`config.mk`:
```
export PLATFORM = sky130hd
export DESIGN_NAME = parking_gate_ctrl
export DESIGN_NICKNAME = d
export VERILOG_FILES = /design/src/rtl/parking_gate_ctrl.sv
export SDC_FILE = /design/constraint.sdc
export NUM_CORES = 1
export LEC_CHECK = 0
export ABC_AREA = 0
export CORE_MARGIN = 2
export CORE_UTILIZATION = 53
export DETAILED_ROUTE_END_ITERATION = 12
export DONT_BUFFER_PORTS = 1
export GPL_TIMING_DRIVEN = 0
export PLACE_DENSITY = 0.76
export SETUP_SLACK_MARGIN = 0.3
export SLEW_MARGIN = 20
export SYNTH_ARGS = -nofsm -noshare
export SYNTH_HDL_FRONTEND = slang
export SYNTH_SLANG_ARGS = --single-unit
```
`constraint.sdc`:
```
create_clock -name clk -period 4.4 [get_ports clk]
set_clock_uncertainty 0.15 [all_clocks]
set_input_delay 1.1 -clock clk [delete_from_list [all_inputs] [get_ports clk]]
set_output_delay 1.1 -clock clk [all_outputs]
set_load 0.01 [all_outputs]
```
`src/rtl/parking_gate_ctrl.sv`:
```
// Six-slot parking gate sequencer: arbitrates entry/exit requests and drives the check-in/out datapath.
// Optional fee ceiling: define PARK_FEE_CAP_EN to clamp out_fee at FEE_CAP.
module parking_gate_ctrl #(
  parameter int unsigned WAIT_CYC = 2,
  parameter logic [10:0] FEE_CAP  = 11'd500
) (
  input  logic        clk,
  input  logic        firstInteract,
  input  logic        in_req,
  input  logic        out_req,
  input  logic [3:0]  out_slot,
  input  logic [10:0] dp_fee,
  output logic [3:0]  dp_selector,
  output logic        dp_free,
  output logic        dp_strobe,
  output logic        in_ack,
  output logic [3:0]  in_slot,
  output logic        out_ack,
  output logic        out_err,
  output logic [10:0] out_fee,
  output logic [5:0]  occupancy,
  output logic [2:0]  count,
  output logic        busy
);

  typedef enum logic [2:0] {S_IDLE, S_ISSUE, S_STROBE, S_WAIT, S_ACK} state_t;

  state_t      state_q, state_d;
  logic        rr_in_q, rr_in_d;   // 1: entry wins the next tie
  logic        exit_q, exit_d;
  logic        ok_q, ok_d;
  logic [3:0]  sel_q, sel_d;
  logic        free_q, free_d;
  logic [3:0]  wcnt_q, wcnt_d;
  logic [5:0]  occ_q, occ_d;
  logic [2:0]  cnt_q, cnt_d;
  logic        in_ack_q, in_ack_d;
  logic [3:0]  in_slot_q, in_slot_d;
  logic        out_ack_q, out_ack_d;
  logic        out_err_q, out_err_d;
  logic [10:0] out_fee_q, out_fee_d;

  logic [3:0]  low_free;
  logic        full;
  logic        exit_valid;
  logic        grant_exit;
  logic [10:0] fee_capped;

`ifdef PARK_FEE_CAP_EN
  assign fee_capped = (dp_fee > FEE_CAP) ? FEE_CAP : dp_fee;
`else
  logic unused_fee_cap;
  assign unused_fee_cap = ^FEE_CAP;
  assign fee_capped     = dp_fee;
`endif

  function automatic logic [2:0] popcnt6(input logic [5:0] v);
    logic [2:0] p;
    p = 3'd0;
    for (int i = 0; i < 6; i++) p = p + {2'b00, v[i]};
    return p;
  endfunction

  always_comb begin
    low_free = 4'd0;
    for (int k = 6; k >= 1; k--) begin
      if (!occ_q[k-1]) low_free = 4'(k);
    end
  end

  assign full       = &occ_q;
  assign exit_valid = (out_slot >= 4'd1) && (out_slot <= 4'd6) && occ_q[3'(out_slot - 4'd1)];
  assign grant_exit = out_req && (!in_req || !rr_in_q);

  always_comb begin
    state_d   = state_q;
    rr_in_d   = rr_in_q;
    exit_d    = exit_q;
    ok_d      = ok_q;
    sel_d     = sel_q;
    free_d    = free_q;
    wcnt_d    = wcnt_q;
    occ_d     = occ_q;
    cnt_d     = cnt_q;
    in_ack_d  = 1'b0;
    in_slot_d = in_slot_q;
    out_ack_d = 1'b0;
    out_err_d = out_err_q;
    out_fee_d = out_fee_q;
    unique case (state_q)
      S_IDLE: begin
        if (in_req || out_req) begin
          rr_in_d = grant_exit;
          exit_d  = grant_exit;
          if (grant_exit) begin
            ok_d    = exit_valid;
            sel_d   = exit_valid ? out_slot : 4'd0;
            free_d  = 1'b0;
            state_d = exit_valid ? S_ISSUE : S_ACK;
          end else begin
            ok_d    = !full;
            sel_d   = full ? 4'd0 : low_free;
            free_d  = !full;
            state_d = full ? S_ACK : S_ISSUE;
          end
        end
      end
      S_ISSUE: state_d = S_STROBE;
      S_STROBE: begin
        wcnt_d  = 4'(WAIT_CYC - 1);
        state_d = S_WAIT;
      end
      S_WAIT: begin
        if (wcnt_q == 4'd0) state_d = S_ACK;
        else                wcnt_d  = wcnt_q - 4'd1;
      end
      S_ACK: begin
        state_d = S_IDLE;
        sel_d   = 4'd0;
        free_d  = 1'b0;
        if (exit_q) begin
          out_ack_d = 1'b1;
          out_err_d = !ok_q;
          out_fee_d = ok_q ? fee_capped : 11'd0;
          if (ok_q) occ_d[3'(sel_q - 4'd1)] = 1'b0;
        end else begin
          in_ack_d  = 1'b1;
          in_slot_d = sel_q;
          if (ok_q) occ_d[3'(sel_q - 4'd1)] = 1'b1;
        end
        cnt_d = popcnt6(occ_d);
      end
      default: state_d = S_IDLE;
    endcase
  end

  always_ff @(posedge clk or posedge firstInteract) begin
    if (firstInteract) begin
      state_q   <= S_IDLE;
      rr_in_q   <= 1'b0;
      exit_q    <= 1'b0;
      ok_q      <= 1'b0;
      sel_q     <= 4'd0;
      free_q    <= 1'b0;
      wcnt_q    <= 4'd0;
      occ_q     <= 6'd0;
      cnt_q     <= 3'd0;
      in_ack_q  <= 1'b0;
      in_slot_q <= 4'd0;
      out_ack_q <= 1'b0;
      out_err_q <= 1'b0;
      out_fee_q <= 11'd0;
    end else begin
      state_q   <= state_d;
      rr_in_q   <= rr_in_d;
      exit_q    <= exit_d;
      ok_q      <= ok_d;
      sel_q     <= sel_d;
      free_q    <= free_d;
      wcnt_q    <= wcnt_d;
      occ_q     <= occ_d;
      cnt_q     <= cnt_d;
      in_ack_q  <= in_ack_d;
      in_slot_q <= in_slot_d;
      out_ack_q <= out_ack_d;
      out_err_q <= out_err_d;
      out_fee_q <= out_fee_d;
    end
  end

  assign dp_selector = sel_q;
  assign dp_free     = free_q;
  assign dp_strobe   = (state_q == S_STROBE);
  assign busy        = (state_q != S_IDLE);
  assign in_ack      = in_ack_q;
  assign in_slot     = in_slot_q;
  assign out_ack     = out_ack_q;
  assign out_err     = out_err_q;
  assign out_fee     = out_fee_q;
  assign occupancy   = occ_q;
  assign count       = cnt_q;

endmodule
```
# Word-level counts from Yosys, hierarchy flattened
# Cells that the tools add are included.
# totals
ff_bits	41
output_inout_bits	34
elab_cells	95
# classes
add_sub_neg	8
n_lt_le_gt_ge	5
eq_ne	7
mux	36
n_bitwise	4
n_reduce_logical	22
# op_table
cell	n
$mux 4	10
$mux 6	4
$mux 3	6
$pmux 4 s2	2
$pmux 3 s4	1
$reduce_and 2->1	6
$mux 11	1
$add 3x1->3	3
$mux 1	9
$lt 3x4->1 const B	2
$and 6x6->6	1
$eq 3x2->1 const B	2
$ne 2x2->1 const B	3
$not 6->6	1
$or 6x6->6	1
$reduce_and 6->1	1
$sub 3x1->3 const B	2
$ge 4x1->1 const B	1
$le 4x3->1 const B	1
$logic_and 1x1->1	4
$logic_not 1->1	4
$logic_not 4->1	1
$reduce_bool 2->1	2
$sub 4x1->4 const B	1
12 further kinds	13

# Depth between registers and ports, before layout
# logic_depth
word_depth	15
ltp_mapped	14
mapped_depth_nobuf	13

# Worst setup path before layout
# Ideal clock, no wire load.
# synth_timing
path_type	flip-flop to flip-flop
startpoint	reg sel_q[0] (netlist: dp_selector[0])
endpoint	reg cnt_q[1] (netlist: count[1])
setup_ps	117
arrival_time_ps	3321
required_ps	4133
setup_slack_ps	812
path_stages_with_launch	14
path_buffers	1
period_less_slack_ps	3588
cell_sequence	dfrtp_1 -> clkbuf_1 -> inv_1 -> ha_1 -> xor2_1 -> nor3_1 -> mux2i_1 -> fa_1 -> fa_1 -> inv_1 -> ha_1 -> fa_1 -> nand2_1 -> nand2_1
# synth_via
elab_chain_len	15
word_cells_on_any_way	18
classes_between	6 x add/sub; 2 x order compare; 6 x mux; 3 x bitwise; 1 x reduce/logical
# synth_rtl
element	line	text
start: declaration	32	logic [3:0] sel_q, sel_d;
start signal: assignment	158	sel_q <= sel_d;
$sub 3x1->3 *	125, 129	
$lt 3x4->1 (not written as such) / $ge 3x1->1 (equally long branches)	125, 129	
$logic_and 1x1->1 (not written as such)	125, 129	
$mux 1 (not written as such)	125, 129	
$demux 1 s3 *	125, 129	
$not 6->6 (no line)	--	
$and 6x6->6 (no line)	--	
$mux 6	125	if (ok_q) occ_d[3'(sel_q - 4'd1)] = 1'b0;
$mux 6 *	121	if (exit_q) begin
$mux 6 *	90	unique case (state_q)
$add 1x1->2	60	for (int i = 0; i < 6; i++) p = p + {2'b00, v[i]};
$add 2x1->3	60	
$add 3x1->3 (2 in a row)	60	
$add 3x1->3 *	60	
end signal: assignment	162	cnt_q <= cnt_d;
end: declaration	36	logic [2:0] cnt_q, cnt_d;
# Mark *: on every way between the ends. The rest lies on a longest branch, timed or not. The select of a mux whose other input is x is not followed.
# A chain may end at the register's enable or synchronous reset.

# Worst setup path in the final report
# Ends and elaborated chain as after synthesis.

==> results_dict.tcl <==
set metrics [dict create \
    ant_nets 0 \
    post_cts_buffers 0 \
    finalInstanceArea_mm2 0.00239 \
    num-nets-final 265 \
    coreArea_mm2 0.00400 \
    tns_ns 0 \
    syn_to_final_growth_pct 9.31 \
    h-tree-depth 2 \
    seq_area_frac_synth 0.469 \
    setup_viol 0 \
    cp_data_arrival_time_ns 3.85 \
    pin_count 53 \
    cts_buffer_depth 2 \
    async_reset_ff_frac 1.00 \
    final_cells 287 \
    status "finished, final reports clean" \
    cts_resized 0 \
    portBuffers 0 \
    grt_pass1_wl_mm 7.69 \
    fp.dieW_um 68.3 \
    cts_made_buffers 5 \
    wl_per_cell_um 16.3 \
    slew_headroom 0.570 \
    grt_pass1_vias 1604 \
    p_leak_nw 1.13 \
    grt_max_degree 27 \
    fin_ws_ns 0.583 \
    peakVddDrop_uv 254 \
    drtPass1Iterations 4 \
    dpl_worst_slack_ns 0.453 \
    worst_pin_slew_ns 0.638 \
    rows 23 \
    grt_setup_unrepaired "no" \
    syn_area_mm2 0.00219 \
    layout_commonest_cell "nand2_1" \
    avgSynthCellArea_um2 9.60 \
    gp_congestion 0.806 \
    max_freq_mhz 262 \
    period_minus_slack_ns 3.82 \
    grt_usage 0.223 \
    synthCells 228 \
    drv_slew 0 \
    hold_class "flip-flop to flip-flop" \
    vias 1666 \
    criticalPathCategory "flip-flop to flip-flop" \
    totalPowerFinal_mw 1.52 \
    crit_required_ns 4.43 \
    layout-drive-gt1-share 0.118 \
    insertion_delay_ns 0.29 \
    cts_sinks 41 \
    antenna_found_initial 0 \
    drt_wl_total_mm 4.69 \
    dp_cells 279 \
    whs_ns 0.400 \
    drc_errors 0 \
    cp-end-kind "flip-flop" \
    drv_cap 0 \
    synth_edf_count 0 \
    synthesis.nets 257 \
    gr-total-overflow 0 \
    n_antenna_cell 0 \
    vias_per_cell 5.80 \
    die_area_mm2 0.00466 \
    cp_max_fo 8 \
    most-common-layout-cells "nand2_1, dfrtp_1, o21ai_0" \
    hold_viol_final 0 \
    synth_cell_types 47 \
    hold_buffers 0 \
    cellPowerDensity_mw_per_mm2 635 \
    hpwl_mm 3.51 \
    cts-root-buf "clkbuf_8" \
    startpoint_type "flip-flop" \
    die_h_um 68.3 \
    drtIter0Drc 98 \
    clk_pin_slew_ns 0.08 \
    tritoncts "yes" \
    start_util 0.547 \
    final.period_utilization 0.868 \
    ys_ff_latch 41 \
    synth_top_flop_cell "dfrtp_1" \
    final_util 0.598 \
    ys_warn_count 0 \
    place_area_mm2 0.00227 \
]
## cell families (layout without fill, tap and decap cells)
| family | after synthesis | after routing | share of synthesized area |
|---|---|---|---|
| adder cells (fa/ha/maj) | 10 | 10 | 0.0674 |
| XOR/XNOR | 3 | 3 | 0.0120 |
| buffers and inverters | 25 | 34 | 0.0440 |
| AND/OR/NAND/NOR | 83 | 83 | 0.194 |
| multiplexers | 9 | 9 | 0.0491 |
| AO/OA/AOI/OAI | 57 | 57 | 0.165 |
| flip-flops | 41 | 41 | 0.469 |
## power breakdown
part | internal, mW | leakage [nW] | switching (mW)
Sequential | 0.488 | 0.503 | 0.152
Combinational | 0.227 | 0.567 | 0.339
Clock | 0.184 | 0.0574 | 0.129
## final cells by class
cell class / count / area [um2]
Buffer: 8 / 33.8
Clock buffer: 6 / 82.6
Sequential cell: 41 / 1030
Clock inverter: 2 / 37.5
Timing Repair Buffer: 1 / 20.0
Tap cell: 50 / 62.6
Inverter: 17 / 63.8
Fill cell: 337 / 1610
Multi-Input combinational cell: 162 / 1070
## flip-flops by register name, indices dropped and copies added, names as in the netlist, 3 cells and up
register	flops
count	3
in_slot	4
dp_selector	4
state_q	3
wcnt_q	4
out_fee	11
occupancy	6
## worst paths after layout
check	startpoint	to	slack, ns	depth (start not counted)
max in group asynchronous	firstInteract	occupancy[1]	3.13	2
worst min register to register	count[2]	count[2]	0.40	2
worst max-delay path	dp_selector[0]	count[1]	0.58	13
min in group asynchronous	firstInteract	out_fee[5]	0.51	1
worst min-delay path	count[2]	count[2]	0.40	2
worst max register to register	dp_selector[0]	count[1]	0.58	13
## Yosys cell counts (3+ instances only)
library cell | count | area [um2]
o21ai_0 | 24 | 120
clkbuf_1 | 6 | 22.5
o2111ai_1 | 3 | 26.3
nand3_1 | 4 | 20.0
fa_1 | 3 | 60.1
a21oi_1 | 8 | 40.0
nand2b_1 | 3 | 18.8
ha_1 | 7 | 87.6
nand2_1 | 43 | 161
o31ai_1 | 3 | 22.5
dfrtp_1 | 41 | 1030
a31oi_1 | 5 | 31.3
a22o_1 | 3 | 26.3
inv_1 | 17 | 63.8
nor3_1 | 3 | 15.0
nor3b_1 | 4 | 30.0
mux2_2 | 4 | 45.0
and3_1 | 4 | 25.0
nor2_1 | 9 | 33.8
mux2i_1 | 4 | 40.0
## worst max-delay path: stages, from the launching register on
cell	delay [ns]
dfrtp_1	0.41
clkbuf_2	0.22
inv_1	0.07
ha_1	0.23
xor2_1	0.20
nor3_1	0.25
mux2i_1	0.35
fa_1	0.48
fa_1	0.55
inv_1	0.04
ha_1	0.19
fa_1	0.45
nand2_1	0.08
nand2_1	0.05
## layer usage
layer	GRT usage	up-vias	wire (um)
li1	-	812	-
met1	0.279	796	2050
met4	0.0750	0	47
met5	0	-	0
met2	0.371	52	2260
met3	0.0609	6	326
(Power assumes the default switching activity.)
